$ cat src/rtl/cory_demux4_pkg.sv
// Shared constants and helpers for the cory stream demultiplexer.
// Holds the way count, select width and statistics counter width.
package cory_pkg;

    localparam int CORY_DEMUX_WAYS = 4;
    localparam int CORY_SEL_W      = 2;
    localparam int CORY_STAT_W     = 16;

    typedef logic [CORY_SEL_W-1:0] cory_sel_t;

    function automatic logic [CORY_DEMUX_WAYS-1:0] cory_onehot(
        input cory_sel_t s
    );
        return CORY_DEMUX_WAYS'(1) << s;
    endfunction

endpackage

$ cat src/rtl/cory_demux4_if.sv
// Stream bundle of cory_demux4: joined data/select input, four outputs.
// slave is the demux view, master is the producer/consumer view.
interface cory_demux4_if #(
    parameter int N = 8
);
    import cory_pkg::*;

    logic            i_a_v;
    logic [N-1:0]    i_a_d;
    logic            o_a_r;
    logic            i_s_v;
    cory_sel_t       i_s_d;
    logic            o_s_r;
    logic            o_z0_v, o_z1_v, o_z2_v, o_z3_v;
    logic [N-1:0]    o_z0_d, o_z1_d, o_z2_d, o_z3_d;
    logic            i_z0_r, i_z1_r, i_z2_r, i_z3_r;

    modport slave (
        input  i_a_v, i_a_d, i_s_v, i_s_d,
        input  i_z0_r, i_z1_r, i_z2_r, i_z3_r,
        output o_a_r, o_s_r,
        output o_z0_v, o_z1_v, o_z2_v, o_z3_v,
        output o_z0_d, o_z1_d, o_z2_d, o_z3_d
    );

    modport master (
        output i_a_v, i_a_d, i_s_v, i_s_d,
        output i_z0_r, i_z1_r, i_z2_r, i_z3_r,
        input  o_a_r, o_s_r,
        input  o_z0_v, o_z1_v, o_z2_v, o_z3_v,
        input  o_z0_d, o_z1_d, o_z2_d, o_z3_d
    );

endinterface

$ cat src/rtl/cory_demux4_queue.sv
// cory_queue: Q-deep per-destination FIFO; Q=0 is a wire, Q=1 a flagged register.
// wr_ok_o depends only on registered state (Q>0), so it never loops to req_i.
module cory_queue #(
    parameter int N = 8,
    parameter int Q = 2
) (
    input  logic         clk,
    input  logic         rst_n,
    input  logic         req_i,
    input  logic [N-1:0] data_i,
    output logic         wr_ok_o,
    output logic         valid_o,
    output logic [N-1:0] data_o,
    input  logic         rdy_i
);

    generate
        if (Q == 0) begin : g_pass
            assign wr_ok_o = rdy_i;
            assign valid_o = req_i;
            assign data_o  = data_i;
        end else if (Q == 1) begin : g_one
            logic [N-1:0] data_q;
            logic         full_q, full_d;
            logic         push, pop;

            assign wr_ok_o = !full_q;
            assign push    = req_i & !full_q;
            assign pop     = full_q & rdy_i;
            assign valid_o = full_q;
            assign data_o  = data_q;

            // Full flag: set on push, cleared on pop (never both at once).
            always_comb begin
                full_d = full_q;
                if (push) full_d = 1'b1;
                else if (pop) full_d = 1'b0;
            end

            // Single storage register plus its occupancy flag.
            always_ff @(posedge clk or negedge rst_n) begin
                if (!rst_n) begin
                    data_q <= '0;
                    full_q <= 1'b0;
                end else begin
                    full_q <= full_d;
                    if (push) data_q <= data_i;
                end
            end
        end else begin : g_ring
            localparam int PW = $clog2(Q);
            localparam int CW = $clog2(Q + 1);

            logic [N-1:0]  mem_q [Q];
            logic [PW-1:0] wp_q, wp_d, rp_q, rp_d;
            logic [CW-1:0] cnt_q, cnt_d;
            logic          push, pop;

            assign wr_ok_o = cnt_q < CW'(Q);
            assign valid_o = cnt_q != '0;
            assign data_o  = mem_q[rp_q];
            assign push    = req_i & wr_ok_o;
            assign pop     = valid_o & rdy_i;

            // Pointer wrap at Q-1 so non-power-of-two depths work.
            always_comb begin
                wp_d  = wp_q;
                rp_d  = rp_q;
                cnt_d = cnt_q;
                if (push) wp_d = (wp_q == PW'(Q - 1)) ? '0 : wp_q + 1'b1;
                if (pop)  rp_d = (rp_q == PW'(Q - 1)) ? '0 : rp_q + 1'b1;
                unique case ({push, pop})
                    2'b10:   cnt_d = cnt_q + 1'b1;
                    2'b01:   cnt_d = cnt_q - 1'b1;
                    default: cnt_d = cnt_q;
                endcase
            end

            // Ring storage, pointers and occupancy count.
            always_ff @(posedge clk or negedge rst_n) begin
                if (!rst_n) begin
                    for (int i = 0; i < Q; i++) mem_q[i] <= '0;
                    wp_q  <= '0;
                    rp_q  <= '0;
                    cnt_q <= '0;
                end else begin
                    if (push) mem_q[wp_q] <= data_i;
                    wp_q  <= wp_d;
                    rp_q  <= rp_d;
                    cnt_q <= cnt_d;
                end
            end
        end
    endgenerate

endmodule

$ cat src/rtl/cory_demux4.sv
// cory_demux4: joins data and select streams and steers each beat to one of four FIFOs.
// Optional per-destination beat counters on o_stat_d when CORY_DEMUX4_STAT_EN is defined.
module cory_demux4
    import cory_pkg::*;
#(
    parameter int N = 8,
    parameter int Q = 2
) (
    input  logic clk,
    input  logic reset_n,
    cory_demux4_if.slave bus
`ifdef CORY_DEMUX4_STAT_EN
    ,
    output logic [CORY_DEMUX_WAYS*CORY_STAT_W-1:0] o_stat_d
`endif
);

    localparam int W = CORY_DEMUX_WAYS;

    logic [W-1:0] req, rdy, ok, vld;
    logic [N-1:0] zd [W];
    logic         join_v, sel_ok;

    assign rdy    = {bus.i_z3_r, bus.i_z2_r, bus.i_z1_r, bus.i_z0_r};
    assign join_v = bus.i_a_v & bus.i_s_v & reset_n;
    assign sel_ok = ok[bus.i_s_d] & reset_n;
    assign req    = join_v ? cory_onehot(bus.i_s_d) : '0;

    assign bus.o_a_r = bus.i_s_v & sel_ok;
    assign bus.o_s_r = bus.i_a_v & sel_ok;

    generate
        for (genvar k = 0; k < W; k++) begin : g_way
            cory_queue #(
                .N(N),
                .Q(Q)
            ) u_q (
                .clk    (clk),
                .rst_n  (reset_n),
                .req_i  (req[k]),
                .data_i (bus.i_a_d),
                .wr_ok_o(ok[k]),
                .valid_o(vld[k]),
                .data_o (zd[k]),
                .rdy_i  (rdy[k])
            );
        end
    endgenerate

    assign bus.o_z0_v = vld[0];
    assign bus.o_z1_v = vld[1];
    assign bus.o_z2_v = vld[2];
    assign bus.o_z3_v = vld[3];
    assign bus.o_z0_d = zd[0];
    assign bus.o_z1_d = zd[1];
    assign bus.o_z2_d = zd[2];
    assign bus.o_z3_d = zd[3];

`ifdef CORY_DEMUX4_STAT_EN
    logic [CORY_STAT_W-1:0] stat_q [W];
    logic [CORY_STAT_W-1:0] stat_d [W];
    logic [W-1:0]           xfer;

    assign xfer = req & ok;

    // Count accepted beats per destination, wrapping naturally.
    always_comb begin
        for (int k = 0; k < W; k++) begin
            stat_d[k] = stat_q[k] + CORY_STAT_W'(xfer[k]);
        end
    end

    // Counter registers.
    always_ff @(posedge clk or negedge reset_n) begin
        if (!reset_n) begin
            for (int k = 0; k < W; k++) stat_q[k] <= '0;
        end else begin
            for (int k = 0; k < W; k++) stat_q[k] <= stat_d[k];
        end
    end

    generate
        for (genvar k = 0; k < W; k++) begin : g_stat
            assign o_stat_d[k*CORY_STAT_W +: CORY_STAT_W] = stat_q[k];
        end
    endgenerate
`endif

endmodule

$ cat src/flat_wrapper.sv
// flat-port wrapper written by rule: the top's interface ports become plain ports
module cory_demux4_flat import cory_pkg::*;
#(
    parameter int N = 8,
    parameter int Q = 2
)
  (clk, reset_n, bus_i_a_v, bus_i_a_d, bus_i_s_v, bus_i_s_d, bus_i_z0_r, bus_i_z1_r, bus_i_z2_r, bus_i_z3_r, bus_o_a_r, bus_o_s_r, bus_o_z0_v, bus_o_z1_v, bus_o_z2_v, bus_o_z3_v, bus_o_z0_d, bus_o_z1_d, bus_o_z2_d, bus_o_z3_d);
  cory_demux4_if #(.N(N)) bus_i ();
  input  logic clk;
  input  logic reset_n;
  input wire logic [$bits(bus_i.i_a_v)-1:0] bus_i_a_v;
  input wire logic [$bits(bus_i.i_a_d)-1:0] bus_i_a_d;
  input wire logic [$bits(bus_i.i_s_v)-1:0] bus_i_s_v;
  input wire logic [$bits(bus_i.i_s_d)-1:0] bus_i_s_d;
  input wire logic [$bits(bus_i.i_z0_r)-1:0] bus_i_z0_r;
  input wire logic [$bits(bus_i.i_z1_r)-1:0] bus_i_z1_r;
  input wire logic [$bits(bus_i.i_z2_r)-1:0] bus_i_z2_r;
  input wire logic [$bits(bus_i.i_z3_r)-1:0] bus_i_z3_r;
  output wire logic [$bits(bus_i.o_a_r)-1:0] bus_o_a_r;
  output wire logic [$bits(bus_i.o_s_r)-1:0] bus_o_s_r;
  output wire logic [$bits(bus_i.o_z0_v)-1:0] bus_o_z0_v;
  output wire logic [$bits(bus_i.o_z1_v)-1:0] bus_o_z1_v;
  output wire logic [$bits(bus_i.o_z2_v)-1:0] bus_o_z2_v;
  output wire logic [$bits(bus_i.o_z3_v)-1:0] bus_o_z3_v;
  output wire logic [$bits(bus_i.o_z0_d)-1:0] bus_o_z0_d;
  output wire logic [$bits(bus_i.o_z1_d)-1:0] bus_o_z1_d;
  output wire logic [$bits(bus_i.o_z2_d)-1:0] bus_o_z2_d;
  output wire logic [$bits(bus_i.o_z3_d)-1:0] bus_o_z3_d;
  assign bus_i.i_a_v = bus_i_a_v;
  assign bus_i.i_a_d = bus_i_a_d;
  assign bus_i.i_s_v = bus_i_s_v;
  assign bus_i.i_s_d = bus_i_s_d;
  assign bus_i.i_z0_r = bus_i_z0_r;
  assign bus_i.i_z1_r = bus_i_z1_r;
  assign bus_i.i_z2_r = bus_i_z2_r;
  assign bus_i.i_z3_r = bus_i_z3_r;
  assign bus_o_a_r = bus_i.o_a_r;
  assign bus_o_s_r = bus_i.o_s_r;
  assign bus_o_z0_v = bus_i.o_z0_v;
  assign bus_o_z1_v = bus_i.o_z1_v;
  assign bus_o_z2_v = bus_i.o_z2_v;
  assign bus_o_z3_v = bus_i.o_z3_v;
  assign bus_o_z0_d = bus_i.o_z0_d;
  assign bus_o_z1_d = bus_i.o_z1_d;
  assign bus_o_z2_d = bus_i.o_z2_d;
  assign bus_o_z3_d = bus_i.o_z3_d;
  cory_demux4 #(.N(N), .Q(Q)) u_core (.clk(clk), .reset_n(reset_n), .bus(bus_i));
endmodule
$ cat config.mk
export PLATFORM = sky130hd
export DESIGN_NAME = cory_demux4_flat
export DESIGN_NICKNAME = d
export VERILOG_FILES = /design/src/rtl/cory_demux4_pkg.sv /design/src/rtl/cory_demux4_if.sv /design/src/rtl/cory_demux4_queue.sv /design/src/rtl/cory_demux4.sv /design/src/flat_wrapper.sv
export SDC_FILE = /design/constraint.sdc
export NUM_CORES = 1
export LEC_CHECK = 0
export ABC_AREA = 1
export BUFFER_PORTS_ARGS = -buffer_cell sky130_fd_sc_hd__buf_4
export CORE_AREA = 8 8 73 123
export DETAILED_ROUTE_END_ITERATION = 6
export DIE_AREA = 0 0 81 131
export PLACE_DENSITY = 0.77
export SYNTH_ARGS = -nofsm -noshare
export SYNTH_HDL_FRONTEND = slang
export SYNTH_HIERARCHICAL = 1
export SYNTH_SLANG_ARGS = --single-unit
$ cat constraint.sdc
create_clock -name clk -period 1.8 [get_ports clk]
set_input_delay 0.36 -clock clk [delete_from_list [all_inputs] [get_ports clk]]
set_output_delay 0.36 -clock clk [all_outputs]
set_load 0.01 [all_outputs]
-- Word-level counts from Yosys, hierarchy flattened
Index checks and enable logic that the tools add are counted.
- flip-flop bits (word level): 80
- bits in latches: 0
- RAM bits: 0
- ROM bits: 0
- input port bits: 18
- word-level logic and storage cells: 134
- memories: 0
- add/subtract/negate cells: 16
- $mul: 0
- div/mod/pow operators: 0
- order comparisons: 17
- equality and inequality tests: 8
- shifts and indexed selects: 1
- muxes and demuxes: 39
- bitwise gates (word level): 21
- reduce and logical (&&, ||, !) cells: 12
- operator list (operator ; count):
    $mux W8 ; 16
    $bwmux W16 ; 4
    $demux W8 S1 ; 4
    $ge A2 B2 Y1 const B ; 8
    $not A1 Y2 ; 8
    $pmux W2 S2 ; 4
    $reduce_bool A2 Y1 ; 8
    $and A1 B1 Y1 ; 13
    $mux W1 ; 9
    $add A1 B1 Y1 const B ; 8
    $add A2 B1 Y2 const B ; 4
    $eq A2 B1 Y1 const B ; 4
    $eq A2 B2 Y1 const B ; 4
    $lt A2 B1 Y1 const B ; 4
    $lt A2 B2 Y1 const B ; 4
    $sub A2 B1 Y2 const B ; 4
    $logic_and A1 B1 Y1 ; 4
    $mux W4 ; 1
    $shl A1 B2 Y4 const A ; 1
    $lt A2 B3 Y1 const B ; 1
    $bmux W1 S2 ; 1

-- Logic depth before layout (Yosys ltp)
Gate-level depths: netlist of the first run.
- word-level depth: 6
- depth in mapped cells: 10
- gate-level depth less buffers: 10

-- Cells and area by module
Netlist of the first run, hierarchy kept.
- modules (own cells, without submodules) (module ; times used ; cells each ; area each (um2) ; sequential area each (um2)):
    cory_queue ; 4 ; 111 ; 989.7 ; 500.5
    cory_demux4 ; 1 ; 19 ; 83.8 ; 0.0

-- Worst setup path before layout of the first run
OpenSTA, ideal clock, no wires.
- path type: input to register
- start point: in bus_i_s_v
- end point: reg u_core.g_way[2].u_q.g_ring.cnt_q[1]
- library setup time: 0.117 ns
- arrival: 1.658 ns
- path slack: 0.025 ns
- stages: 8
- path buffers: 0
- cell sequence: nand3_1 -> nor3_1 -> nand2_1 -> ha_1 -> inv_1 -> nand3_1 -> nand2_1 -> nand2_1
- word-level cells in the longest chain between the ends: 6
- ends and longest elaborated chain (item ; RTL line ; source):
    from (decl) ; flat_wrapper.sv:13 ; input wire logic [$bits(bus_i.i_s_v)-1:0] bus_i_s_v;
    $and A1 B1 Y1 (*) (2 in series) ; cory_demux4.sv:25 ; assign join_v = bus.i_a_v & bus.i_s_v & reset_n;
    $mux W4 (*) ; cory_demux4.sv:27 ; assign req = join_v ? cory_onehot(bus.i_s_d) : '0;
    named net u_core.req[2] ; cory_demux4.sv:20 ; logic [W-1:0] req, rdy, ok, vld;
    $and A1 B1 Y1 (*) ; cory_demux4_queue.sv:62 ; assign push = req_i & wr_ok_o;
    $eq A2 B1 Y1 / $eq A2 B2 Y1 (equally long branches) ; cory_demux4_queue.sv:72 ; unique case ({push, pop})
    $pmux W2 S2 / $reduce_bool A2 Y1 (equally long branches) ; -- ;
    to (signal assigned) ; cory_demux4_queue.sv:90 ; cnt_q <= cnt_d;
    to (decl) ; cory_demux4_queue.sv:56 ; logic [CW-1:0] cnt_q, cnt_d;
Mark *: on every way through the listed nets, which the timed path passes. The rest lies on a longest branch.
A chain may end at the register's enable or synchronous reset.

-- Final worst setup path of the first run
- start point: reg u_core.g_way[1].u_q.g_ring.cnt_q[1]
- end point: out bus_o_s_r
- word-level cells in the longest chain between the ends: 5
- ends and longest elaborated chain (item ; RTL line ; source):
    from (decl) ; cory_demux4_queue.sv:56 ;
    from (signal assigned) ; cory_demux4_queue.sv:90 ;
    $lt A2 B2 Y1 ; cory_demux4_queue.sv:59 ; assign wr_ok_o = cnt_q < CW'(Q);
    named net u_core.ok[1] ; cory_demux4.sv:20 ;
    $bmux W1 S2 ; cory_demux4.sv:26 ; assign sel_ok = ok[bus.i_s_d] & reset_n;
    $mux W1 (implied by the code) ; cory_demux4.sv:26 ;
    $and A1 B1 Y1 ; cory_demux4.sv:26 ;
    $and A1 B1 Y1 ; cory_demux4.sv:30 ; assign bus.o_s_r = bus.i_a_v & sel_ok;
    to (decl) ; flat_wrapper.sv:20 ; output wire logic [$bits(bus_i.o_s_r)-1:0] bus_o_s_r;
The timed path passes the listed nets, and every way through them passes these cells. The select of a mux whose other input is x is not followed.

==> flow_summary.toml, run 1 <==
[outcome]
outcome = "completed"

[cells_and_area]
insertedDiodeCount = 0
fin_area_um2 = 4860
final_cell_mix = "nand2_1 (209), dfrtp_1 (80), buf_4 (65), o21ai_2 (64), inv_1 (48)"
finalNetCount = 549
drive_above_1_share_pct = 30.1
mostFrequentLayoutCell = "nand2_1"
fin_cells = 620
area_delta_synth_final_pct = 20.2

[sta]
rsz0062_at_grt = "false"
fin_crit_sh_pct = 93.9
fin_crit_ns = 1.69
tns_ns = 0
fin_ws_ns = 0.110
slew_viol_final = 0
hold_viol_final = 0
skew_ns = 0.00409
worst_pin_slew_ns = 0.747
relSlewSlack_pct = 50.2
setup_viol_count_final = 0
fmax_mhz = 592

[drt]
via_per_inst = 5.20
vias = 3225
drtIter0Drc = 181
wl_per_cell_um = 14.7
detail_route.wirelength_mm = 9.13
drcViolationCount = 0
first_pass_iters = 4
antenna_left = 0

[global_route]
grt_overflow_total = 0
grt_max_degree = 61
grt_util_all_layers_pct = 18.3
antenna_found_initial = 0
grt_pass1_vias = 3123
grt_pass1_wl_mm = 14.6

[placed_design]
dpl_cell_area_um2 = 4520
gp_congestion = 0.790
dp.cells = 604
port_buffers = 55
pre_cts_slack_ns = 0.130
dp_hpwl_mm = 6.30

[floorplanning]
die_h_um = 131
coreArea_um2 = 7360
rows = 42
start_util_pct = 54.9
die_x_um = 81
dieArea_um2 = 10600
pin_count = 56

[setup_path]
path_cells = "inv_2 > nand3_1 > nand2_1 > nor2_2 > nor2_1 > buf_4"
crit_required_ns = 1.44
critPathMaxStageDelay_ns = 0.38
timing.critical_path.to_type = "primary output"
path_class = "reg2out"
critPathTopFamily = "flip-flops"
cp_max_fo = 6
crit_slowest_cell = "dfrtp_1"
cp_num_buf_inv = 2
worstSetupStartpointType = "flop"
arrival_ns = 1.33

[power]
p_sw_mw = 2.85
sw_frac_of_total_pct = 35.7
powerDensity_nw_per_um2 = 1640
internal-power_mw = 5.14
power.leakage_nw = 2.69
power_frac_clock_pct = 24.7
ir_worst_vdd_mv = 0.941
p_seq_share_pct = 36.4
pwr-share-comb_pct = 38.9

[clocking]
cts_root_buf = "clkbuf_16"
cts_hold_buf = 0
clock_latency_ns = 0.33
postCtsSetupRepairBufs = 0
h-tree-depth = 3
cts_buffer_depth = 2
clkTransAtPathRegs_ns = 0.06
numCtsBuffers = 9
cts_tree = "yes"
cts_resized = 0
cts_sinks = 80

[job]
maxCapViolCount = 0

[synthesis]
async_flop_share_pct = 100
syn_inst = 463
synth_edf_count = 0
synth_area_um2 = 4040
ys_seq_elements = 80
syn_nets = 485
ys_types = 17
synth_ff_type = "dfrtp_1"
ys_seq_area_share_pct = 49.5
yosysWarnings = 6
avgSynthCellArea_um2 = 8.73

[min_path]
hp-class = "in2async"
-- layout make-up --
type,instances,area (µm²)
Clock buffer,15,308
Clock inverter,1,30.0
Fill cell,617,2500
Inverter,58,218
Multi-Input combinational cell,313,1700
Sequential cell,80,2000
Tap cell,88,110
Timing Repair Buffer,65,488
-- stage by stage --
step	util (%)	total power [mW]	hold WS, ns
floorplan	-	4.83	0.0644
global placement	61.4	5.89	0.379
detailed placement	61.4	6.04	0.387
CTS	66.0	8.06	0.0265
global route	66.0	8.52	0.0395
finish	66.0	7.99	0.0337
-- power groups by stage --
stage	Combinational, mW	Clock [mW]	Sequential [mW]
after CTS	3.15	2.01	2.90
after global placement	3.01	0	2.88
after global routing	3.46	2.08	2.98
after detailed placement	3.12	0	2.91
final	3.11	1.97	2.91
after floorplan	2.02	0	2.82
-- worst paths after layout --
path	from	end	slack, ns	depth (start not counted)
worst max-delay path	u_core/g_way[1].u_q/g_ring.cnt_q[1]	bus_o_s_r	0.11	6
worst min-delay path	reset_n	u_core/g_way[1].u_q/g_ring.mem_q[11]	0.03	2
worst max register to register	u_core/g_way[2].u_q/g_ring.cnt_q[1]	u_core/g_way[2].u_q/g_ring.cnt_q[1]	0.25	9
worst min register to register	u_core/g_way[1].u_q/g_ring.mem_q[3]	u_core/g_way[1].u_q/g_ring.mem_q[3]	0.48	2
max in group asynchronous	reset_n	u_core/g_way[0].u_q/g_ring.mem_q[8]	0.73	3
min in group clk	bus_i_z1_r	u_core/g_way[1].u_q/g_ring.rp_q	0.27	3
-- cell usage after synthesis (4+ instances only) --
cell	instances	area share, %
clkinv_1	4	0.37
buf_6	8	2.2
nand3b_4	4	2.0
nand4_1	4	0.62
inv_1	48	4.5
xnor2_1	4	0.87
buf_4	4	0.74
o21ai_2	64	14
nand3_4	4	1.7
dfrtp_1	80	50
nand2_1	209	19
nor3_1	4	0.50
inv_2	6	0.56
ha_1	4	1.2
nand3_1	12	1.5
-- layer usage --
metal	share of wire, %	track usage (%)	vias up
met3	4.2	3.84	14
li1	-	-	1577
met2	52	31.4	79
met5	0	0	-
met4	2.7	10.3	0
met1	41	20.3	1555
-- registers in the layout, summed over array words and instances (netlist names) --
name	count
u_core/g_way.u_q/g_ring.rp_q	4
u_core/g_way.u_q/g_ring.wp_q	4
u_core/g_way.u_q/g_ring.mem_q	64
u_core/g_way.u_q/g_ring.cnt_q	8
-- cells by family (layout without fill, tap and decap cells) --
group / Yosys count / after routing / share of synthesized area, %
compound gates: 64 / 64 / 13.9
flops: 80 / 80 / 49.5
xor+xnor: 4 / 4 / 0.867
fa+ha+maj: 4 / 4 / 1.24
simple gates: 241 / 241 / 26.2
buf+inv: 70 / 139 / 8.36
Note: power is estimated with default switching activity, not from simulation.
==> run 2, diff against run 1 <==
- ABC_AREA: 1 -> 0
- CELL_PAD_IN_SITES_DETAIL_PLACEMENT: unset -> 1
- CELL_PAD_IN_SITES_GLOBAL_PLACEMENT: unset -> 1
- CORE_AREA: 8 8 73 123 -> 8 8 77 129
- DIE_AREA: 0 0 81 131 -> 0 0 85 137
- PLACE_DENSITY: 0.77 -> 0.76
==> run 2 against run 1 <==
Net effect: combinational power fell by 6%; sequential cell count did not move; critical endpoint unchanged; wire length fell by 5.8%; register-to-register slack got worse by 0.19 ns; synthesized area fell by 8.0%; total power fell by 0.76%; largest cell class unchanged; design area fell by 3.6%; clock skew barely moved; global-route usage fell by 2.6 points; the flow now finishes with violations (setup timing); synthesized cell count fell by 48%; clock-buffer cell count fell by 4.
==> flow_summary.toml, run 2 <==
[outcome]
outcome = "complete, but fails checks"
violations = "setup timing"

[floorplanning]
pin_count = 56
die_x_um = 85
coreArea_um2 = 8200
dieArea_um2 = 11600
start_util_pct = 45.4
rows = 44
die_h_um = 137

[cells_and_area]
insertedDiodeCount = 0
final_cell_mix = "dfrtp_1 (76), mux2_2 (72), buf_4 (68), mux2_4 (24), xnor2_1 (16)"
multiInputGateArea_um2 = 1710
largest_registers = "u_core/g_way.u_q/g_ring.mem_q x64, u_core/g_way.u_q/g_ring.cnt_q x8"
area_delta_synth_final_pct = 25.8
mostFrequentLayoutCell = "dfrtp_1"
drive_above_1_share_pct = 65.0
largest_reg_flops = 64
num-fill-cells = 806
finalNetCount = 341
area.sequential_um2 = 2010
max_flop_register = "u_core/g_way.u_q/g_ring.mem_q"
fin_util_pct = 57.1

[power]
p_sw_mw = 2.37
p_seq_share_pct = 39.4
powerDensity_nw_per_um2 = 1690
power.leakage_nw = 2.32
pwr-share-comb_pct = 36.8
ir_worst_vdd_mv = 0.853
power_frac_clock_pct = 23.8
internal-power_mw = 5.56
sw_frac_of_total_pct = 29.9

[job]
maxCapViolCount = 0

[sta]
fin_crit_sh_pct = 107
hold_viol_final = 0
fin_ws_ns = -0.125
setup_viol_count_final = 2
relSlewSlack_pct = 30.6
fin_crit_ns = 1.93
tns_ns = -0.246
fmax_mhz = 519
slew_viol_final = 0
rsz0062_at_grt = "true"
worst_pin_slew_ns = 1.04
skew_ns = 0.00377

[clocking]
cts_root_buf = "clkbuf_16"
h-tree-depth = 3
clock_latency_ns = 0.33
cts_sinks = 80
numCtsBuffers = 9
clkTransAtPathRegs_ns = 0.06
cts_buffer_depth = 2
cts_tree = "yes"

[min_path]
holdPathEnd = "u_core/g_way[0].u_q/g_ring.rp_q"
whs_path_depth = 3
holdCritStartpoint = "bus_i_z0_r"
hp-class = "in2reg"

[synthesis]
synth_top_area_share_pct = 53.8
synth_edf_count = 0
synth_most_common_cell = "dfrtp_1"
ys_seq_elements = 80
synth_ff_type = "dfrtp_1"
async_flop_share_pct = 100
synth_area_leaders = "dfrtp_1 (54%), mux2_2 (22%), mux2_4 (9.7%)"
synth_top_cells_by_count = "dfrtp_1 (80), mux2_2 (72), mux2_4 (24), xnor2_1 (16), nor2_1 (6)"
ys_seq_area_share_pct = 53.8
syn_inst = 242
syn_nets = 264
ys_types = 21
synth_area_um2 = 3720
yosysWarnings = 6
synth_area_leader_cell = "dfrtp_1"
avgSynthCellArea_um2 = 15.4

[setup_path]
crit_required_ns = 1.44
path_cells = "inv_2 > mux4_2 > and3_4 > buf_6"
worstSetupStartpointType = "flop"
rr_endpoint = "u_core/g_way[0].u_q/g_ring.cnt_q[1]"
cp_max_fo = 3
timing.critical_path.to_type = "primary output"
critPathMaxStageDelay_ns = 0.49
r2r_slack_ns = 0.06
path_class = "reg2out"
timing.rr.start = "u_core/g_way[0].u_q/g_ring.cnt_q[1]"
crit_slowest_cell = "mux4_2"
arrival_ns = 1.57
cp-startpoint = "u_core/g_way[3].u_q/g_ring.cnt_q[1]"
r2r_cells = 8

[drt]
wl_per_cell_um = 20.7
via_per_inst = 5.26
antenna_left = 0
first_pass_iters = 4
vias = 2184
drtIter0Drc = 61
drcViolationCount = 0
detail_route.wirelength_mm = 8.60

[placed_design]
dp_hpwl_mm = 5.60
port_buffers = 55
gp_congestion = 0.713

[global_route]
grt_pass1_wl_mm = 13.6
grt_pass1_vias = 2533
globalRoute.busiestLayer = "met2"
grt_overflow_total = 0
grt_util_all_layers_pct = 15.7
antenna_found_initial = 0
grt_max_degree = 81
grtUsageMet2_pct = 27.6
grtUsageMet1_pct = 17.5
use_met3_pct = 4.27
[run 2: cell count changes after synthesis, sizes merged, moves of 6 or more]
cell   before  now
mux2        0   96
nand2     209    0
nor2        4   10
xnor2       4   16
nand3      16    5
inv        54    5
o21ai      64    0
buf        12    4
[run 2: worst max-delay path by stage]
stage	endpoint	slack [ns]	cells past startpoint
2_1_floorplan	u_core/g_way[0].u_q/g_ring.mem_q[10]	0.14	5
3_3_place_gp	u_core/g_way[0].u_q/g_ring.mem_q[9]	-0.009	7
3_5_place_dp	u_core/g_way[1].u_q/g_ring.mem_q[13]	0.01	7
4_1_cts	bus_o_a_r	-0.12	4
5_1_grt	bus_o_s_r	-0.18	4
6_report	bus_o_s_r	-0.13	4
[run 2: through the flow]
stage	setup slack (ns)	area (µm²)	std cells	hold WS [ns]	power, mW
after global routing	-0.184	4680	415	0.329	8.39
after floorplan	0.143	3720	242	0.0644	4.72
final	-0.125	4680	415	0.332	7.93
after global placement	-0.00873	4260	389	0.481	5.70
after CTS	-0.115	4630	410	0.344	7.93
after detailed placement	0.0146	4260	389	0.490	5.81
[run 2: per-layer routing]
metal  part of all wire, %  vias up  routed length [µm]
met2                    55       38                4710
met1                    41     1130                3500
met3                   3.0        9                 254
met5                     0        -                   0
li1                      -     1007                   -
met4                   1.5        0                 129
[run 2: cell type report]
class | count | area share, %
tap | 92 | 2.46
clock buffer | 11 | 4.97
timing repair buffer | 70 | 11.4
multi-input combinational | 153 | 36.4
clock inverter | 4 | 1.50
sequential | 80 | 42.9
inverter | 5 | 0.401
[run 2: worst max-delay path, delay by kind of cell, from the launching register on]
family	cells	cell delay [ns]
multiplexers	1	0.49
buffers and inverters	2	0.16
flip-flops	1	0.38
AND/OR/NAND/NOR	1	0.20
[run 2: power groups by stage]
stage	clock network [mW]	registers (mW)	logic, mW
final	1.89	3.12	2.92
after global placement	0	3.09	2.61
after floorplan	0	2.84	1.89
after CTS	1.95	3.13	2.86
after global routing	2.01	3.23	3.15
after detailed placement	0	3.13	2.69
[run 2: timing repair]
item                                    in CTS  in global routing
endpoints found under the setup margin      34                  5
hold buffers                                 0                  0
cloned                                       0                  0
pin swaps                                    2                  5
resized for setup                           12                  6
buffers inserted                             6                  5
[run 2: logic make-up (layout without fill, tap and decap cells)]
family | after synthesis | in the layout | synth area share, %
mux | 97 | 97 | 32.1
simple gates | 32 | 32 | 7.03
xor+xnor | 20 | 20 | 4.71
buf+inv | 9 | 90 | 1.04
flops | 80 | 80 | 53.8
fa+ha+maj | 4 | 4 | 1.35
==> run 3, diff against run 2 <==
- CORE_AREA: 8 8 77 129 -> 8 8 74 124
- DIE_AREA: 0 0 85 137 -> 0 0 82 132
- PLACE_DENSITY: 0.76 -> 0.82
- clock period: 1.8 -> 2.3 ns (I/O delays scaled with it)
==> run 3 against run 2 <==
Net effect: the run now ends clean; die area shrank 7.1%; via count shrank 1.7%; final cell count shrank 3.6%; total power shrank 27%; design area shrank 3.7%; clock-buffer cell count grew 5; core utilization grew 3.3 points; first-iteration DRC count grew 33%; register-to-register slack gained 0.63 ns; hold slack gained 0.096 ns; critical path depth is the same; critical path type unchanged; critical endpoint unchanged; highest routed layer unchanged.
==> flow_summary.toml, run 3 (same netlist as run 2, synthesis figures left out) <==
[outcome]
outcome = "completed"

[cells_and_area]
largest_reg_flops = 64
drive_above_1_share_pct = 57.7
max_flop_register = "u_core/g_way.u_q/g_ring.mem_q"
fin_area_um2 = 4510
insertedDiodeCount = 0
final_cell_mix = "dfrtp_1 (80), mux2_2 (72), buf_4 (58), mux2_4 (24), xnor2_1 (16)"
finalNetCount = 329
area_delta_synth_final_pct = 21.1
fin_util_pct = 60.4
largest_registers = "u_core/g_way.u_q/g_ring.mem_q x64, u_core/g_way.u_q/g_ring.cnt_q x8"
mostFrequentLayoutCell = "dfrtp_1"
fin_cells = 400
num-fill-cells = 729

[floorplanning]
pin_count = 56
die_h_um = 132
coreArea_um2 = 7460
dieArea_um2 = 10800
start_util_pct = 49.9
rows = 42
die_x_um = 82

[sta]
setup_viol_count_final = 0
fin_ws_ns = 0.173
hold_ws_ns = 0.428
relSlewSlack_pct = 34.3
skew_ns = 0.00416
worst_pin_slew_ns = 0.986
rsz0062_at_grt = "false"
tns_ns = 0
fin_crit_sh_pct = 92.5
hold_viol_final = 0
slew_viol_final = 0
fin_crit_ns = 2.13
fmax_mhz = 470

[power]
powerDensity_nw_per_um2 = 1280
ir_worst_vdd_mv = 0.645
power_mw = 5.78
power.leakage_nw = 2.24

[global_route]
grt_overflow_total = 0
globalRoute.busiestLayer = "met2"
grtUsageMet2_pct = 28.5
grt_util_all_layers_pct = 16.7
antenna_found_initial = 0
grt_pass1_wl_mm = 13.5
grtUsageMet1_pct = 18.8
grt_max_degree = 81
use_met3_pct = 4.78
grt_pass1_vias = 2504

[drt]
wl_per_cell_um = 20.4
drtIter0Drc = 81
vias = 2146
drcViolationCount = 0
detail_route.wirelength_mm = 8.15
via_per_inst = 5.37
first_pass_iters = 4
antenna_left = 0

[setup_path]
r2r_slack_ns = 0.69
worstSetupStartpointType = "flop"
crit_required_ns = 1.84
arrival_ns = 1.67
path_class = "reg2out"
timing.critical_path.to_type = "primary output"
cp_max_fo = 3

[clocking]
cts_tree = "yes"
cts_hold_buf = 0
h-tree-depth = 3
postCtsSetupRepairBufs = 0
numCtsBuffers = 9
clkTransAtPathRegs_ns = 0.05
cts_sinks = 80
cts_resized = 0
clock_latency_ns = 0.33
cts_buffer_depth = 2
cts_root_buf = "clkbuf_16"

[min_path]
hp-class = "in2async"

[placed_design]
dpl_cell_area_um2 = 4250
dp.cells = 384
dp_hpwl_mm = 5.81
gp_congestion = 0.726
port_buffers = 55
pre_cts_slack_ns = 0.395

[job]
maxCapViolCount = 0
## run 3: cell count changes in the layout (fill, tap and decap cells not counted), sizes merged
cell	previous run	this run
clkbuf	11	16
clkinv	2	0
buf	70	58
bufinv	2	0
## run 3: worst paths after layout
check / endpoint / start / cells after the start
setup / recovery: bus_o_s_r / u_core/g_way[0].u_q/g_ring.cnt_q[1] / 4
setup reg to reg: u_core/g_way[1].u_q/g_ring.cnt_q[1] / u_core/g_way[1].u_q/g_ring.cnt_q[1] / 6
max in group asynchronous: u_core/g_way[1].u_q/g_ring.mem_q[13] / reset_n / 2
min in group clk: u_core/g_way[2].u_q/g_ring.mem_q[6] / bus_i_a_d[6] / 2
hold / removal: u_core/g_way[2].u_q/g_ring.mem_q[5] / reset_n / 2
hold reg to reg: u_core/g_way[1].u_q/g_ring.mem_q[14] / u_core/g_way[1].u_q/g_ring.mem_q[14] / 1
## run 3: worst max-delay path, stage by stage, from the launching register on
cell and delay, ns:
dfrtp_1 0.37, inv_1 0.14, mux4_2 0.50, and3_1 0.20
buf_4 0.14
## run 3: area by class of cell
type                    count  area [µm²]  share of cell area, %
clock buffers              16         262                   5.80
flip-flops and latches     80        2000                   44.4
multi-input cells         153        1680                   37.3
repair buffers             58         435                   9.66
well taps                  88         110                   2.44
inverters                   5        18.8                  0.416
## run 3: routing by layer
metal	wire length [µm]	vias up	part of all wire, %
met4	105	0	1.3
met1	3050	1119	37
met5	0	-	0
met2	4630	38	57
li1	-	980	-
met3	357	9	4.4
## run 3: power breakdown
group	internal (mW)	switching (mW)	total, mW
clock	0.763	0.506	1.27
sequential	1.96	0.477	2.43
combinational	1.30	0.778	2.08
total	4.02	1.76	5.78
